## src/rtl/if_flow_pkg.sv

```systemverilog
// Shared types and constants for the IF-stage flow controller and its hazard helper.
package if_flow_pkg;

  typedef enum logic [1:0] {
    RUN      = 2'd0,
    LU_STALL = 2'd1,
    IM_WAIT  = 2'd2,
    REDIRECT = 2'd3
  } state_t;

  localparam logic [31:0] PC_INC   = 32'd4;
  localparam logic [4:0]  REG_ZERO = 5'd0;
  localparam int          CNT_W    = 3;

  // Saturating increment for the optional statistics counters.
  function automatic logic [31:0] sat_inc(input logic [31:0] v);
    return (v == 32'hFFFF_FFFF) ? v : v + 32'd1;
  endfunction

endpackage

```

## src/rtl/if_flow_ctrl_if.sv

```systemverilog
// PC-register / pipeline-control bundle; master = flow controller, slave = datapath side.
interface if_flow_ctrl_if;
  logic [31:0] IM_Addr;
  logic        im_ready;
  logic        br_taken;
  logic [31:0] br_target;
  logic        id_mem_read;
  logic [4:0]  id_ex_rd;
  logic [4:0]  if_id_rs;
  logic [4:0]  if_id_rt;
  logic        PC_Write;
  logic [31:0] IM_Addr_nx;
  logic        IF_ID_Write;
  logic        IF_ID_Flush;
  logic        ID_EX_Bubble;

  modport master (
    input  IM_Addr, im_ready, br_taken, br_target,
    input  id_mem_read, id_ex_rd, if_id_rs, if_id_rt,
    output PC_Write, IM_Addr_nx, IF_ID_Write, IF_ID_Flush, ID_EX_Bubble
  );

  modport slave (
    output IM_Addr, im_ready, br_taken, br_target,
    output id_mem_read, id_ex_rd, if_id_rs, if_id_rt,
    input  PC_Write, IM_Addr_nx, IF_ID_Write, IF_ID_Flush, ID_EX_Bubble
  );
endinterface

```

## src/rtl/lu_hazard_detect.sv

```systemverilog
// Combinational load-use compare: a load in ID/EX writing a register read by IF/ID.
module lu_hazard_detect
  import if_flow_pkg::*;
(
  input  logic       mem_read,
  input  logic [4:0] ex_rd,
  input  logic [4:0] rs,
  input  logic [4:0] rt,
  output logic       hazard
);

  assign hazard = mem_read && (ex_rd != REG_ZERO) && ((ex_rd == rs) || (ex_rd == rt));

endmodule

```

## src/rtl/if_flow_ctrl.sv

```systemverilog
// Next-PC and IF-stage flow controller: redirects, load-use stalls and imem wait states.
// Optional statistics outputs are enabled with `define IF_FLOW_STATS_EN.
module if_flow_ctrl
  import if_flow_pkg::*;
#(
  parameter logic [31:0] RESET_PC        = 32'h0000_0000,
  parameter int          FLUSH_CYCLES    = 1,
  parameter int          LU_STALL_CYCLES = 1
) (
  input  logic           clk,
  input  logic           rst,
  if_flow_ctrl_if.master bus
`ifdef IF_FLOW_STATS_EN
  ,
  output logic [31:0]    stall_cycles,
  output logic [31:0]    redirect_count
`endif
);

  localparam logic [CNT_W-1:0] FLUSH_RELOAD = CNT_W'(FLUSH_CYCLES - 1);
  localparam logic [CNT_W-1:0] LU_RELOAD    = CNT_W'(LU_STALL_CYCLES - 1);
  localparam logic [CNT_W-1:0] CNT_ONE      = CNT_W'(1);

  state_t           state, state_nx;
  logic [CNT_W-1:0] cnt, cnt_nx;
  logic             pend, pend_nx;
  logic [31:0]      pend_tgt, pend_tgt_nx;

  logic        lu;
  logic        redirect_req;
  logic [31:0] redirect_tgt;
  logic [31:0] pc_seq;

  logic        pc_write;
  logic        if_id_write;
  logic        flush;
  logic        bubble;
  logic [31:0] addr_nx;

  lu_hazard_detect u_lu (
    .mem_read (bus.id_mem_read),
    .ex_rd    (bus.id_ex_rd),
    .rs       (bus.if_id_rs),
    .rt       (bus.if_id_rt),
    .hazard   (lu)
  );

  // A redirect latched during an imem wait behaves like a fresh branch once memory is ready.
  assign redirect_req = bus.br_taken || ((state == IM_WAIT) && pend);
  assign redirect_tgt = bus.br_taken ? bus.br_target : pend_tgt;
  assign pc_seq       = bus.IM_Addr + PC_INC;

  always_ff @(posedge clk or posedge rst) begin
    if (rst) begin
      state    <= RUN;
      cnt      <= '0;
      pend     <= 1'b0;
      pend_tgt <= '0;
    end else begin
      state    <= state_nx;
      cnt      <= cnt_nx;
      pend     <= pend_nx;
      pend_tgt <= pend_tgt_nx;
    end
  end

  always_comb begin
    state_nx    = state;
    cnt_nx      = cnt;
    pend_nx     = pend;
    pend_tgt_nx = pend_tgt;
    pc_write    = 1'b1;
    if_id_write = 1'b1;
    flush       = 1'b0;
    bubble      = 1'b0;
    addr_nx     = pc_seq;

    if (redirect_req) begin
      flush  = 1'b1;
      bubble = 1'b1;
      if (bus.im_ready) begin
        addr_nx  = redirect_tgt;
        pend_nx  = 1'b0;
        cnt_nx   = FLUSH_RELOAD;
        state_nx = (FLUSH_CYCLES > 1) ? REDIRECT : RUN;
      end else begin
        pc_write    = 1'b0;
        if_id_write = 1'b0;
        pend_nx     = 1'b1;
        pend_tgt_nx = redirect_tgt;
        state_nx    = IM_WAIT;
      end
    end else if (state == REDIRECT) begin
      // The squashed IF/ID slot makes any load-use compare here meaningless.
      flush       = 1'b1;
      bubble      = 1'b1;
      pc_write    = bus.im_ready;
      if_id_write = bus.im_ready;
      cnt_nx      = cnt - CNT_ONE;
      if (cnt <= CNT_ONE) state_nx = RUN;
    end else if (state == LU_STALL) begin
      pc_write    = 1'b0;
      if_id_write = 1'b0;
      bubble      = 1'b1;
      cnt_nx      = cnt - CNT_ONE;
      if (cnt <= CNT_ONE) state_nx = RUN;
    end else if (lu) begin
      pc_write    = 1'b0;
      if_id_write = 1'b0;
      bubble      = 1'b1;
      cnt_nx      = LU_RELOAD;
      state_nx    = (LU_STALL_CYCLES > 1) ? LU_STALL : RUN;
    end else if (!bus.im_ready) begin
      pc_write    = 1'b0;
      if_id_write = 1'b0;
      bubble      = 1'b1;
      state_nx    = IM_WAIT;
    end else begin
      state_nx    = RUN;
    end

    if (rst) begin
      pc_write    = 1'b0;
      if_id_write = 1'b0;
      flush       = 1'b0;
      bubble      = 1'b1;
      addr_nx     = RESET_PC;
    end
  end

  assign bus.PC_Write     = pc_write;
  assign bus.IM_Addr_nx   = addr_nx;
  assign bus.IF_ID_Write  = if_id_write;
  assign bus.IF_ID_Flush  = flush;
  assign bus.ID_EX_Bubble = bubble;

`ifdef IF_FLOW_STATS_EN
  logic redirect_applied;

  // Flush with a PC update outside REDIRECT, or a restart inside it, is a newly applied target.
  assign redirect_applied = flush && pc_write && ((state != REDIRECT) || bus.br_taken);

  always_ff @(posedge clk or posedge rst) begin
    if (rst) begin
      stall_cycles   <= '0;
      redirect_count <= '0;
    end else begin
      if (!pc_write)        stall_cycles   <= sat_inc(stall_cycles);
      if (redirect_applied) redirect_count <= sat_inc(redirect_count);
    end
  end
`endif

endmodule

```

## src/flat_wrapper.sv

```systemverilog
// flat-port wrapper written by rule: the top's interface ports become plain ports
module if_flow_ctrl_flat import if_flow_pkg::*;
#(
  parameter logic [31:0] RESET_PC        = 32'h0000_0000,
  parameter int          FLUSH_CYCLES    = 1,
  parameter int          LU_STALL_CYCLES = 1
)
  (clk, rst, bus_IM_Addr, bus_im_ready, bus_br_taken, bus_br_target, bus_id_mem_read, bus_id_ex_rd, bus_if_id_rs, bus_if_id_rt, bus_PC_Write, bus_IM_Addr_nx, bus_IF_ID_Write, bus_IF_ID_Flush, bus_ID_EX_Bubble);
  if_flow_ctrl_if bus_i ();
  input  logic clk;
  input  logic rst;
  input wire logic [$bits(bus_i.IM_Addr)-1:0] bus_IM_Addr;
  input wire logic [$bits(bus_i.im_ready)-1:0] bus_im_ready;
  input wire logic [$bits(bus_i.br_taken)-1:0] bus_br_taken;
  input wire logic [$bits(bus_i.br_target)-1:0] bus_br_target;
  input wire logic [$bits(bus_i.id_mem_read)-1:0] bus_id_mem_read;
  input wire logic [$bits(bus_i.id_ex_rd)-1:0] bus_id_ex_rd;
  input wire logic [$bits(bus_i.if_id_rs)-1:0] bus_if_id_rs;
  input wire logic [$bits(bus_i.if_id_rt)-1:0] bus_if_id_rt;
  output wire logic [$bits(bus_i.PC_Write)-1:0] bus_PC_Write;
  output wire logic [$bits(bus_i.IM_Addr_nx)-1:0] bus_IM_Addr_nx;
  output wire logic [$bits(bus_i.IF_ID_Write)-1:0] bus_IF_ID_Write;
  output wire logic [$bits(bus_i.IF_ID_Flush)-1:0] bus_IF_ID_Flush;
  output wire logic [$bits(bus_i.ID_EX_Bubble)-1:0] bus_ID_EX_Bubble;
  assign bus_i.IM_Addr = bus_IM_Addr;
  assign bus_i.im_ready = bus_im_ready;
  assign bus_i.br_taken = bus_br_taken;
  assign bus_i.br_target = bus_br_target;
  assign bus_i.id_mem_read = bus_id_mem_read;
  assign bus_i.id_ex_rd = bus_id_ex_rd;
  assign bus_i.if_id_rs = bus_if_id_rs;
  assign bus_i.if_id_rt = bus_if_id_rt;
  assign bus_PC_Write = bus_i.PC_Write;
  assign bus_IM_Addr_nx = bus_i.IM_Addr_nx;
  assign bus_IF_ID_Write = bus_i.IF_ID_Write;
  assign bus_IF_ID_Flush = bus_i.IF_ID_Flush;
  assign bus_ID_EX_Bubble = bus_i.ID_EX_Bubble;
  if_flow_ctrl #(.RESET_PC(RESET_PC), .FLUSH_CYCLES(FLUSH_CYCLES), .LU_STALL_CYCLES(LU_STALL_CYCLES)) u_core (.clk(clk), .rst(rst), .bus(bus_i));
endmodule
```

## config.mk

```make
export PLATFORM = sky130hd
export DESIGN_NAME = if_flow_ctrl_flat
export DESIGN_NICKNAME = d
export VERILOG_FILES = /design/src/rtl/if_flow_pkg.sv /design/src/rtl/if_flow_ctrl_if.sv /design/src/rtl/lu_hazard_detect.sv /design/src/rtl/if_flow_ctrl.sv /design/src/flat_wrapper.sv
export SDC_FILE = /design/constraint.sdc
export NUM_CORES = 1
export LEC_CHECK = 0
export CAP_MARGIN = 20
export CORE_MARGIN = 2
export CORE_UTILIZATION = 40
export DETAILED_ROUTE_END_ITERATION = 8
export PLACE_DENSITY = 0.73
export REMOVE_ABC_BUFFERS = 1
export SYNTH_ARGS = -nofsm -noshare
export SYNTH_HDL_FRONTEND = slang
export SYNTH_SLANG_ARGS = --single-unit
```

## constraint.sdc

```tcl
create_clock -name clk -period 2.34 [get_ports clk]
set_input_delay 0.351 -clock clk [delete_from_list [all_inputs] [get_ports clk]]
set_output_delay 0.351 -clock clk [all_outputs]
set_load 0.02 [all_outputs]
```

# [Yosys cells after proc, flatten, opt, wreduce, memory -nomap -nowiden]
# Index checks and enable logic that the tools add are counted.
[totals] input_bits=84 word_cells=53 out_inout_bits=36 register_bits=38
[op_classes] add_sub_neg=2 n_eq_ne=6 reduce_logical=9 bitwise_logic=1 muxes=30 n_lt_le_gt_ge=1
[op_table] cell="2-to-1 mux 32 bit" count=4
[op_table] cell="adder 32 x 3 -> 32 bit (second input constant)" count=1
[op_table] cell="2-to-1 mux 1 bit" count=15
[op_table] cell="2-to-1 mux 3 bit" count=5
[op_table] cell="2-to-1 mux 2 bit" count=6
[op_table] cell="== test 5 bit" count=2
[op_table] cell="nonzero test 5 bit" count=1
[op_table] cell="== test 2 bit (second input constant)" count=2
[op_table] cell="AND reduction 2 bit" count=2
[op_table] cell="nonzero test 4 bit" count=1
[op_table] cell="less-or-equal comparator 3 x 1 -> 1 bit (second input constant)" count=1
[op_table] cell="logical AND 1 bit" count=3
[op_table] cell="subtractor 3 x 1 -> 3 bit (second input constant)" count=1
[op_table] cell="== test 2 x 1 -> 1 bit (second input constant)" count=1
[op_table] cell="logical OR 1 bit" count=2
[op_table] cell="!= test 2 bit (second input constant)" count=1
[op_table] cell="NOT 1 bit" count=1

# [Longest topological paths before layout]
# Gate-level depths: netlist (run 1).
[logic_depth] word_depth=8 depth_mapped=7

# [Modules after synthesis]
# Synthesis (run 1) repeated with hierarchy kept, for this count alone.
[unflattened] cells_unflattened=335 hier_area_um2=3057.9
[modules_own_cells] mod="if_flow_ctrl" seq_area_each_um2=950.9 n_inst=1 cells_each=318 area_each_um2=2932.8
[modules_own_cells] mod="lu_hazard_detect" seq_area_each_um2=0.0 n_inst=1 cells_each=17 area_each_um2=125.1

# [Least setup slack after synthesis (run 1)]
# Ideal clock, no wire load.
[synth_path] kind="flip-flop to output port" from="register u_core.state[0]" to="output bus_IM_Addr_nx[16]" required_ns=1.989 slack_ns=-0.428 n_path_buf=1 path_stages_with_launch=6 arrival_ns=2.417 cell_sequence="dfrtp_1 clkbuf_1 o21bai_1 nand2_1 and3_1 a2111oi_0"
[synth_via] elab_chain_cells=5
[synth_rtl] item="start, declared" line="if_flow_ctrl.sv:24" rtl="state_t state, state_nx;"
[synth_rtl] item="start signal, assigned" line="if_flow_ctrl.sv:60" rtl="state <= state_nx;"
[synth_rtl] item="== test 2 bit" line="if_flow_ctrl.sv:49" rtl="assign redirect_req = bus.br_taken || ((state == IM_WAIT) && pend);"
[synth_rtl] item="logical AND 1 bit" line="if_flow_ctrl.sv:49"
[synth_rtl] item="logical OR 1 bit" line="if_flow_ctrl.sv:49"
[synth_rtl] item="2-to-1 mux 32 bit" line="if_flow_ctrl.sv:78" rtl="if (redirect_req) begin"
[synth_rtl] item="2-to-1 mux 32 bit" line="if_flow_ctrl.sv:122" rtl="if (rst) begin"
[synth_rtl] item="end, declared" line="flat_wrapper.sv:21" rtl="output wire logic [$bits(bus_i.IM_Addr_nx)-1:0] bus_IM_Addr_nx;"
# Every way passes these cells.

# [Final worst setup path (run 1)]
[layout_path] from="input bus_IM_Addr[18]" to="output bus_IM_Addr_nx[28]"
[layout_via] elab_chain_cells=4
[layout_rtl] item="start, declared" line="flat_wrapper.sv:12" rtl="input wire logic [$bits(bus_i.IM_Addr)-1:0] bus_IM_Addr;"
[layout_rtl] item="adder 32 x 3 -> 32 bit (*)" line="if_flow_ctrl.sv:51" rtl="assign pc_seq = bus.IM_Addr + PC_INC;"
[layout_rtl] item="2-to-1 mux 32 bit" line="if_flow_ctrl.sv:81" rtl="if (bus.im_ready) begin"
[layout_rtl] item="2-to-1 mux 32 bit (*)" line="if_flow_ctrl.sv:78"
[layout_rtl] item="2-to-1 mux 32 bit (*)" line="if_flow_ctrl.sv:122"
# Every way passes the cells marked *; elsewhere a longest branch is shown, timed or not.

==> impl_metrics.ini, run 1 <==
[worst_setup_path]
critPathKind = in -> out
slowest_stage = or4_4
crit_path_end_kind = output port
r2r-start = u_core.state[1]$_DFF_PP0_
crit_required_ps = 1990
ff2ff_path_depth = 7
worst_ep_arrival_time_ps = 2140
cpPeakStageDelay_ps = 520
ff2ff_setup_slack_ps = 860
start_kind = primary input
r2r-end = u_core.cnt[2]$_DFFE_PP0P_
critPathTopFamily = simple AND/OR/NAND/NOR gates
path_cells = clkdlybuf4s15_2 -> nand2_2 -> or4_4 -> buf_6 -> nor4_4 -> xnor2_1 -> a211oi_1 -> buf_2
crit_buf_inv = 3
cp_max_fo = 4

[clocking]
clk_latency_ps = 290
cts_htree_levels = 2
cts_sinks = 38
clockRootBuffer = clkbuf_8
cts_tree = built
clk_pin_slew_ps = 70
cts_buffers = 5
cts_buffer_depth = 2
hold_buffers = 0

[timing]
max_freq_mhz = 401.3
finalHoldViolCount = 0
setup_viol_count_final = 10
fin_ws_ps = -152.0
tns_ps = -941.4
fin_crit_sh_pct = 106.5
fin_crit_ps = 2492
tightest_slew_ps = 500.3
hold_ws_ps = 501.6
rsz0062_at_grt = yes
relSlewSlack_pct = 66.65
skew_ps = 0.3037
drv_slew = 0

[synth]
netlist_area_um2 = 3033
synth.area.top_cells = dfrtp_1 (31%), a211oi_1 (13%), mux2_2 (12%)
synth.most_common_cell = a211oi_1
syn_avg_cell_area_um2 = 9.053
synth_cell_type_count = 41
yosysSeqAreaShare_pct = 31.35
synth_cells = 335
synth.top_cells.by_count = a211oi_1 (51), dfrtp_1 (38), mux2_2 (33)
synthArstFlopShare_pct = 100.0
synth_enable_flop_cells = 0
synth_area_leader_cell = dfrtp_1
yosysWarnings = 0
synthFlopType = dfrtp_1
post-synth-top-area-fraction_pct = 31.35
ys_ff_latch = 38

[power_and_ir_drop]
p_seq_share_pct = 38.6
intPower_w = 0.001389
swShare_pct = 31.23
leakage_nw = 2.188
pwr-share-comb_pct = 39.0
power.total_w = 0.002020
pwr-share-clk_pct = 22.4
irDropWorstVdd_mv = 0.2794
pwr_density_cell_nw_per_um2 = 397.8
switchingPower_w = 0.0006308

[global_routing]
antenna_found_initial = 0
grt_usage_pct = 22.54
grt_pass1_vias = 3305
grt_max_degree = 39
grt_pass1_wl_mm = 15.35
grt-ovfl-total = 0

[min_path]
hold_end = u_core.pend_tgt[31]$_DFFE_PP0P_
hp-start = u_core.pend_tgt[31]$_DFFE_PP0P_
worstHoldPathType = reg -> reg
min_delay_path_depth = 1

[route]
wire_per_inst_um = 15.88
via_per_inst = 5.391
ant_nets = 0
num_vias = 3256
drt_wl_total_mm = 9.594
first_pass_iters = 4
drc = 0
drt_iter0_markers = 86

[outcome]
status = finished with violations
violations = negative setup slack

[finish]
drive_gt1_share_pct = 40.99
synthToLayoutAreaGrowth_pct = 67.41
finish.net_count = 593
n_antenna_cell = 0
nFillCells = 605

[die]
die-height_um = 91.08
die_w_um = 91.08
rows = 31
core_area_um2 = 7292
start_util_pct = 41.59
top_level_ports = 120
die_area_um2 = 8295

[placement]
hpwl_mm = 6.768
portBuffers = 119
globalplace.congestion = 0.8601

[job]
max-cap-violations = 0
[flip-flops by register name, summed over array words and instances, names as in the netlist]
name / count
u_core.cnt: 3
u_core.state: 2
u_core.pend_tgt: 32
u_core.pend: 1
[worst max path at each step]
| stage | start | endpoint | slack [ps] | depth (start not counted) |
|---|---|---|---|---|
| CTS | bus_IM_Addr[10] | bus_IM_Addr_nx[28] | -150 | 8 |
| floorplan | u_core.state[0]$_DFF_PP0_ | bus_IM_Addr_nx[16] | -1010 | 4 |
| finish | bus_IM_Addr[18] | bus_IM_Addr_nx[28] | -150 | 8 |
| detailed placement | bus_IM_Addr[2] | bus_IM_Addr_nx[26] | -1040 | 9 |
| global placement | bus_IM_Addr[2] | bus_IM_Addr_nx[16] | -1030 | 8 |
| global route | bus_IM_Addr[10] | bus_IM_Addr_nx[28] | -260 | 8 |
[placed cells by master (no fill, tap or decap), types with 5 or more instances in the layout]
| master | Yosys | routed |
|---|---|---|
| a211oi_1 | 51 | 45 |
| a211oi_2 | 0 | 6 |
| buf_2 | 2 | 17 |
| buf_4 | 1 | 73 |
| buf_6 | 1 | 9 |
| clkbuf_2 | 0 | 10 |
| clkbuf_8 | 0 | 6 |
| clkdlybuf4s15_2 | 0 | 5 |
| clkdlybuf4s50_1 | 0 | 58 |
| dfrtp_1 | 38 | 38 |
| dlygate4sd2_1 | 0 | 10 |
| inv_1 | 11 | 10 |
| mux2_2 | 33 | 33 |
| mux2i_1 | 11 | 11 |
| nand2_1 | 13 | 10 |
| nand3_1 | 10 | 7 |
| nor2_1 | 25 | 23 |
| nor2b_1 | 23 | 22 |
| nor3_4 | 0 | 8 |
| nor4_4 | 2 | 5 |
| xnor2_1 | 23 | 22 |
| xor2_1 | 14 | 13 |
[metrics by stage]
| stage | utilization, % | setup WS [ps] | instances | instance area (um2) |
|---|---|---|---|---|
| floorplan | - | -1006 | 308 | 2918 |
| global placement | 65.15 | -1029 | 588 | 4751 |
| detailed placement | 65.15 | -1040 | 588 | 4751 |
| CTS | 67.91 | -152.7 | 599 | 4952 |
| global route | 69.63 | -255.8 | 604 | 5077 |
| finish | 69.63 | -152.0 | 604 | 5077 |
[power by group through the flow]
stage	Sequential [W]	Clock (W)	Combinational [W]
floorplan	0.000780	0	0.000355
global placement	0.000785	0	0.000777
detailed placement	0.000791	0	0.000792
CTS	0.000778	0.000467	0.000769
global route	0.000789	0.000495	0.000848
finish	0.000779	0.000453	0.000787
[per-layer routing]
metal  GRT usage (%)  wire [um]
met4           6.313        131
met5               0          0
met3           5.062        587
met1           26.90       3968
met2           40.49       4906
[logic make-up (layout without fill, tap and decap cells)]
family	Yosys count	count (layout)	synth area share, %
simple gates	109	109	19.76
compound gates	66	66	15.92
mux	44	44	15.88
flops	38	38	31.35
buf+inv	38	208	5.157
xor+xnor	37	37	10.68
fa+ha+maj	3	3	1.238
[layout make-up]
| cell class | instances | area [um2] | area share [%] |
|---|---|---|---|
| clock buffer | 6 | 82.58 | 1.626 |
| inverter | 11 | 41.29 | 0.8132 |
| multi-input combinational | 259 | 2228 | 43.89 |
| sequential | 38 | 950.9 | 18.73 |
| tap | 99 | 123.9 | 2.440 |
| timing repair buffer | 191 | 1650 | 32.50 |
[timing repair]
item	in CTS	in global routing
gates resized for setup	242	59
setup endpoints to repair	35	34
pin swaps	35	16
gates cloned	0	0
buffers inserted	5	5
[worst reg2reg max path, stage by stage (launching register included)]
cell      delay [ps]
dfrtp_1          370
nand2_1           70
o21bai_2         180
nand2_1          110
buf_4            170
buf_4            170
a41oi_1          190
o21ai_0          100
Note: power is estimated with default switching activity, not from simulation.
==> inputs of run 2 (changes only) <==
--- a/config.mk
+++ b/config.mk
@@ -5,10 +5,10 @@
 export SDC_FILE = /design/constraint.sdc
 export NUM_CORES = 1
 export LEC_CHECK = 0
-export CAP_MARGIN = 20
 export CORE_MARGIN = 2
 export CORE_UTILIZATION = 40
 export DETAILED_ROUTE_END_ITERATION = 8
+export GPL_TIMING_DRIVEN = 0
 export PLACE_DENSITY = 0.73
 export REMOVE_ABC_BUFFERS = 1
 export SYNTH_ARGS = -nofsm -noshare
==> run 2 against run 1 <==
Net effect:
- maximum frequency grew 2.8%
- sequential cell count is the same
- clock-buffer cell count is the same
- combinational power is essentially flat
- utilization shrank 1.5 points
- die area is the same
- the flow still finishes with violations (negative setup slack)
- critical path depth shrank 2
- register-to-register slack lost 130 ps
- via count shrank 2.6%
- worst hold slack lost 170 ps
==> impl_metrics.ini, run 2 (synthesis results as in run 1) <==
[worst_setup_path]
crit_path_end_kind = output port
slowest_stage = or4_4
critPathKind = in -> out
worst_ep_arrival_time_ps = 2070
crit_required_ps = 1990
path_cells = dlygate4sd2_1 -> or4_4 -> o21ai_4 -> nor2_1 -> or4_1 -> buf_2
cpPeakStageDelay_ps = 560
cp_max_fo = 3
start_kind = primary input

[timing]
tightest_slew_ps = 950.8
setup_viol_count_final = 3
fin_crit_ps = 2424
skew_ps = 7.878
rsz0062_at_grt = yes
fin_ws_ps = -84.17
max_freq_mhz = 412.5
drv_slew = 0
relSlewSlack_pct = 36.27
finalHoldViolCount = 0
fin_crit_sh_pct = 103.6

[finish]
regArea_um2 = 952.2
layout_common_cells = clkdlybuf4s50_1 (49), a211oi_1 (42), dfrtp_1 (37)
n_antenna_cell = 0
nFillCells = 638
multi_input_area_um2 = 2341
top_register = u_core.pend_tgt
finish.net_count = 564
largest_reg_flops = 32
synthToLayoutAreaGrowth_pct = 63.74
layout_commonest_cell = clkdlybuf4s50_1
finalInstanceArea_um2 = 4966
largest_registers = u_core.pend_tgt: 32 flops, u_core.cnt: 3 flops, u_core.state: 2 flops
final_cells = 577
drive_gt1_share_pct = 39.12
post-route-util_pct = 68.10

[die]
die_area_um2 = 8295
die-height_um = 91.08
rows = 31
top_level_ports = 120
core_area_um2 = 7292
die_w_um = 91.08
start_util_pct = 41.59

[power_and_ir_drop]
pwr-share-comb_pct = 38.4
intPower_w = 0.001378
leakage_nw = 2.080
power.total_w = 0.002052
switchingPower_w = 0.0006738
pwr_density_cell_nw_per_um2 = 413.2
swShare_pct = 32.84
p_seq_share_pct = 38.0
irDropWorstVdd_mv = 0.2775
pwr-share-clk_pct = 23.6

[route]
drt_wl_total_mm = 10.36
via_per_inst = 5.497
drc = 0
drt_iter0_markers = 83
ant_nets = 0
wire_per_inst_um = 17.95
num_vias = 3172
first_pass_iters = 4

[global_routing]
grt_usage_pct = 24.93
antenna_found_initial = 0
grt_max_degree = 37
grt_pass1_vias = 3389
grt-ovfl-total = 0
grt_pass1_wl_mm = 16.77

[placement]
hpwl_mm = 5.854
dp_slack_ps = -1835
placed_cells = 528
placed_area_um2 = 4278
globalplace.congestion = 0.7619
portBuffers = 119

[clocking]
clk_pin_slew_ps = 80
hold_buffers = 0
clockRootBuffer = clkbuf_8
cts_buffer_depth = 2
clk_latency_ps = 290
cts_buffers = 5
cts_sinks = 38
cts_tree = built
cts_htree_levels = 2

[outcome]
status = finished with violations
violations = negative setup slack

[min_path]
worstHoldPathType = in -> async

[job]
max-cap-violations = 0
[run 2: cell types whose count changed in the layout (fill, tap and decap cells not counted), sizes merged, moves of 2 or more]
cell and delta:
buf -22, clkdlybuf4s50 -9, clkbuf -8, dlygate4sd2 +5
clkdlybuf4s15 -3, clkinvlp +3, clkinv +2, nand2 +2
or3 +2
[run 2: layout make-up]
| cell class | count | area share, % |
|---|---|---|
| multi-input combinational | 265 | 47.14 |
| timing repair buffer | 154 | 28.22 |
| sequential | 38 | 19.17 |
| tap | 99 | 2.494 |
| clock buffer | 6 | 1.663 |
| inverter | 11 | 0.8566 |
| clock inverter | 2 | 0.2520 |
| timing repair inverter | 2 | 0.2016 |
[run 2: critical path: cells and delay by family]
family          cells  cell delay, ps
compound gates      1             160
simple gates        3            1120
buf+inv             2             450
[run 2: metrics by stage]
| stage | hold slack [ps] | setup TNS, ps |
|---|---|---|
| after floorplan | 449.2 | -7311 |
| after global placement | 480.5 | -259590 |
| after detailed placement | 487.2 | -63940 |
| after CTS | 506.3 | -339.2 |
| after global routing | 356.6 | -981.7 |
| final | 335.8 | -201.1 |
[run 2: path summary, 6_finish.rpt]
check,from,endpoint,slack (ps),cells after the start
max,bus_id_ex_rd[0],bus_ID_EX_Bubble,-80,6
min,rst,u_core.pend_tgt[28]$_DFFE_PP0P_,340,2
max reg2reg,u_core.state[0]$_DFF_PP0_,u_core.cnt[2]$_DFFE_PP0P_,730,5
min reg2reg,u_core.pend_tgt[13]$_DFFE_PP0P_,u_core.pend_tgt[13]$_DFFE_PP0P_,500,1
max in group asynchronous,rst,u_core.pend_tgt[4]$_DFFE_PP0P_,1240,2
min in group clk,u_core.pend_tgt[13]$_DFFE_PP0P_,u_core.pend_tgt[13]$_DFFE_PP0P_,500,1
[run 2: repair_timing]
item | CTS | global route
setup buffers | 24 | 10
gates resized for setup | 325 | 47
gates cloned | 8 | 0
endpoints found under the setup margin | 76 | 34
pin swaps | 41 | 12
[run 2: power by group through the flow]
stage                     Sequential, W  Clock (W)  Combinational (W)
after floorplan                0.000780          0           0.000355
after global placement         0.000786          0           0.000694
after detailed placement       0.000791          0           0.000709
after CTS                      0.000777   0.000501           0.000750
after global routing           0.000789   0.000521           0.000849
final                          0.000781   0.000484           0.000787
[run 2: per-layer routing]
layer	GRT usage, %	share of wire (%)
met4	5.934	1.4
met1	30.13	42
met5	0	0
met2	44.94	51
met3	5.477	5.4
==> inputs of run 3 (changes only) <==
--- a/config.mk
+++ b/config.mk
@@ -5,6 +5,7 @@
 export SDC_FILE = /design/constraint.sdc
 export NUM_CORES = 1
 export LEC_CHECK = 0
+export CORE_ASPECT_RATIO = 0.8
 export CORE_MARGIN = 2
 export CORE_UTILIZATION = 40
 export DETAILED_ROUTE_END_ITERATION = 8
==> run 3 against run 2 <==
Net effect:
- the run still ends with negative setup slack left
- total power increased by 3.2%
- combinational power increased by 7.1%
- global-route usage decreased by 0.11 points
- first-iteration DRC count increased by 58%
- critical path type unchanged
- critical endpoint unchanged
==> impl_metrics.ini, run 3 (synthesis results as in run 1) <==
[route]
ant_nets = 0
drt_iter0_markers = 131
first_pass_iters = 4
via_per_inst = 5.671
drt_wl_total_mm = 10.89
num_vias = 3238
drc = 0
wire_per_inst_um = 19.08

[outcome]
violations = negative setup slack
status = finished with violations

[min_path]
worstHoldPathType = in -> async

[die]
core_area_um2 = 7357
die-height_um = 81.89
start_util_pct = 41.22
top_level_ports = 120
die_area_um2 = 8299
die_w_um = 101.4
rows = 28

[clocking]
clockRootBuffer = clkbuf_8
cts_htree_levels = 2
clk_pin_slew_ps = 80
cts_tree = built
clk_latency_ps = 290
cts_buffers = 5
hold_buffers = 0
cts_buffer_depth = 2
cts_sinks = 38

[worst_setup_path]
critPathKind = in -> out
worst_ep_arrival_time_ps = 2050
crit_path_end_kind = output port
ff2ff_setup_slack_ps = 770
r2r-start = u_core.state[1]$_DFF_PP0_
cp_max_fo = 3
start_kind = primary input
crit_required_ps = 1990
ff2ff_path_depth = 6
r2r-end = u_core.cnt[0]$_DFFE_PP0P_

[timing]
max_freq_mhz = 416.3
drv_slew = 0
rsz0062_at_grt = yes
setup_viol_count_final = 6
finalHoldViolCount = 0
hold_ws_ps = 425.6
fin_crit_sh_pct = 102.7
relSlewSlack_pct = 35.23
tightest_slew_ps = 971.5
fin_ws_ps = -62.18
fin_crit_ps = 2402
skew_ps = 0.4224

[global_routing]
grt_usage_pct = 24.81
grt_pass1_vias = 3126
grt-ovfl-total = 0
grt_max_degree = 40
antenna_found_initial = 0
grt_pass1_wl_mm = 15.95

[job]
max-cap-violations = 0

[placement]
globalplace.congestion = 0.8339
portBuffers = 119
hpwl_mm = 6.048
placed_area_um2 = 4274
placed_cells = 519

[finish]
drive_gt1_share_pct = 43.66
largest_reg_flops = 32
final_cells = 571
nFillCells = 555
layout_common_cells = clkdlybuf4s50_1 (49), buf_4 (43), dfrtp_1 (37)
top_register = u_core.pend_tgt
synthToLayoutAreaGrowth_pct = 70.96
finish.net_count = 567
n_antenna_cell = 0
finalInstanceArea_um2 = 5185
largest_registers = u_core.pend_tgt: 32 flops, u_core.cnt: 3 flops, u_core.state: 2 flops
layout_commonest_cell = clkdlybuf4s50_1

[power_and_ir_drop]
power.total_w = 0.002118
leakage_nw = 2.146
pwr_density_cell_nw_per_um2 = 408.5
irDropWorstVdd_mv = 0.2813
==> run 3: worst max path at each step <==
stage,end,start,cells after the start
2_1_floorplan,bus_IM_Addr_nx[16],u_core.state[0]$_DFF_PP0_,4
3_3_place_gp,bus_IM_Addr_nx[16],bus_br_taken,6
3_5_place_dp,bus_ID_EX_Bubble,rst,5
4_1_cts,bus_IM_Addr_nx[28],bus_IM_Addr[20],8
5_1_grt,bus_ID_EX_Bubble,bus_if_id_rs[0],7
6_report,bus_ID_EX_Bubble,bus_if_id_rs[0],7
==> run 3: layout make-up <==
class                      instances  area (um2)  area share, %
clock buffer                       7       86.33          1.665
sequential                        38       952.2          18.36
clock inverter                     1       5.005        0.09653
multi-input combinational        264        2469          47.61
tap                               90       112.6          2.172
inverter                          11       53.80          1.038
timing repair buffer             160        1506          29.05
==> run 3: power by group <==
group | total, W | internal, W | switching [W] | leakage (nW)
clock | 0.000493 | 0.000238 | 0.000254 | 0.0482
sequential | 0.000782 | 0.000741 | 0.0000411 | 0.452
combinational | 0.000843 | 0.000432 | 0.000411 | 1.65
total | 0.00212 | 0.00141 | 0.000707 | 2.15
==> run 3: per-stage QoR <==
stage	TNS, ps	utilization, %	worst slack, ps
after floorplan	-7311	-	-1006
after global placement	-255960	57.38	-3713
after detailed placement	-56370	58.10	-1749
after CTS	-213.1	65.34	-114.0
after global routing	-910.3	70.48	-157.3
final	-154.7	70.48	-62.18
==> run 3: worst max-delay path, cell delays in order <==
cell	delay (ps)
clkdlybuf4s50_1	490
xor2_1	220
nor3_2	80
a22oi_2	190
nor2_2	90
or4_4	480
buf_6	150
==> run 3: routing by layer <==
layer | track usage [%] | vias to the layer above | wire length, um
li1 | - | 1507 | -
met1 | 34.12 | 1618 | 4867
met2 | 41.39 | 104 | 5442
met3 | 4.936 | 9 | 524
met4 | 3.784 | 0 | 57
met5 | 0 | - | 0
==> run 3: timing repair <==
item	in CTS	in global routing
resized for setup	297	106
pin swaps	37	32
gates cloned	6	0
endpoints found under the setup margin	37	35
endpoints found under the hold margin	0	0
buffers inserted	29	9
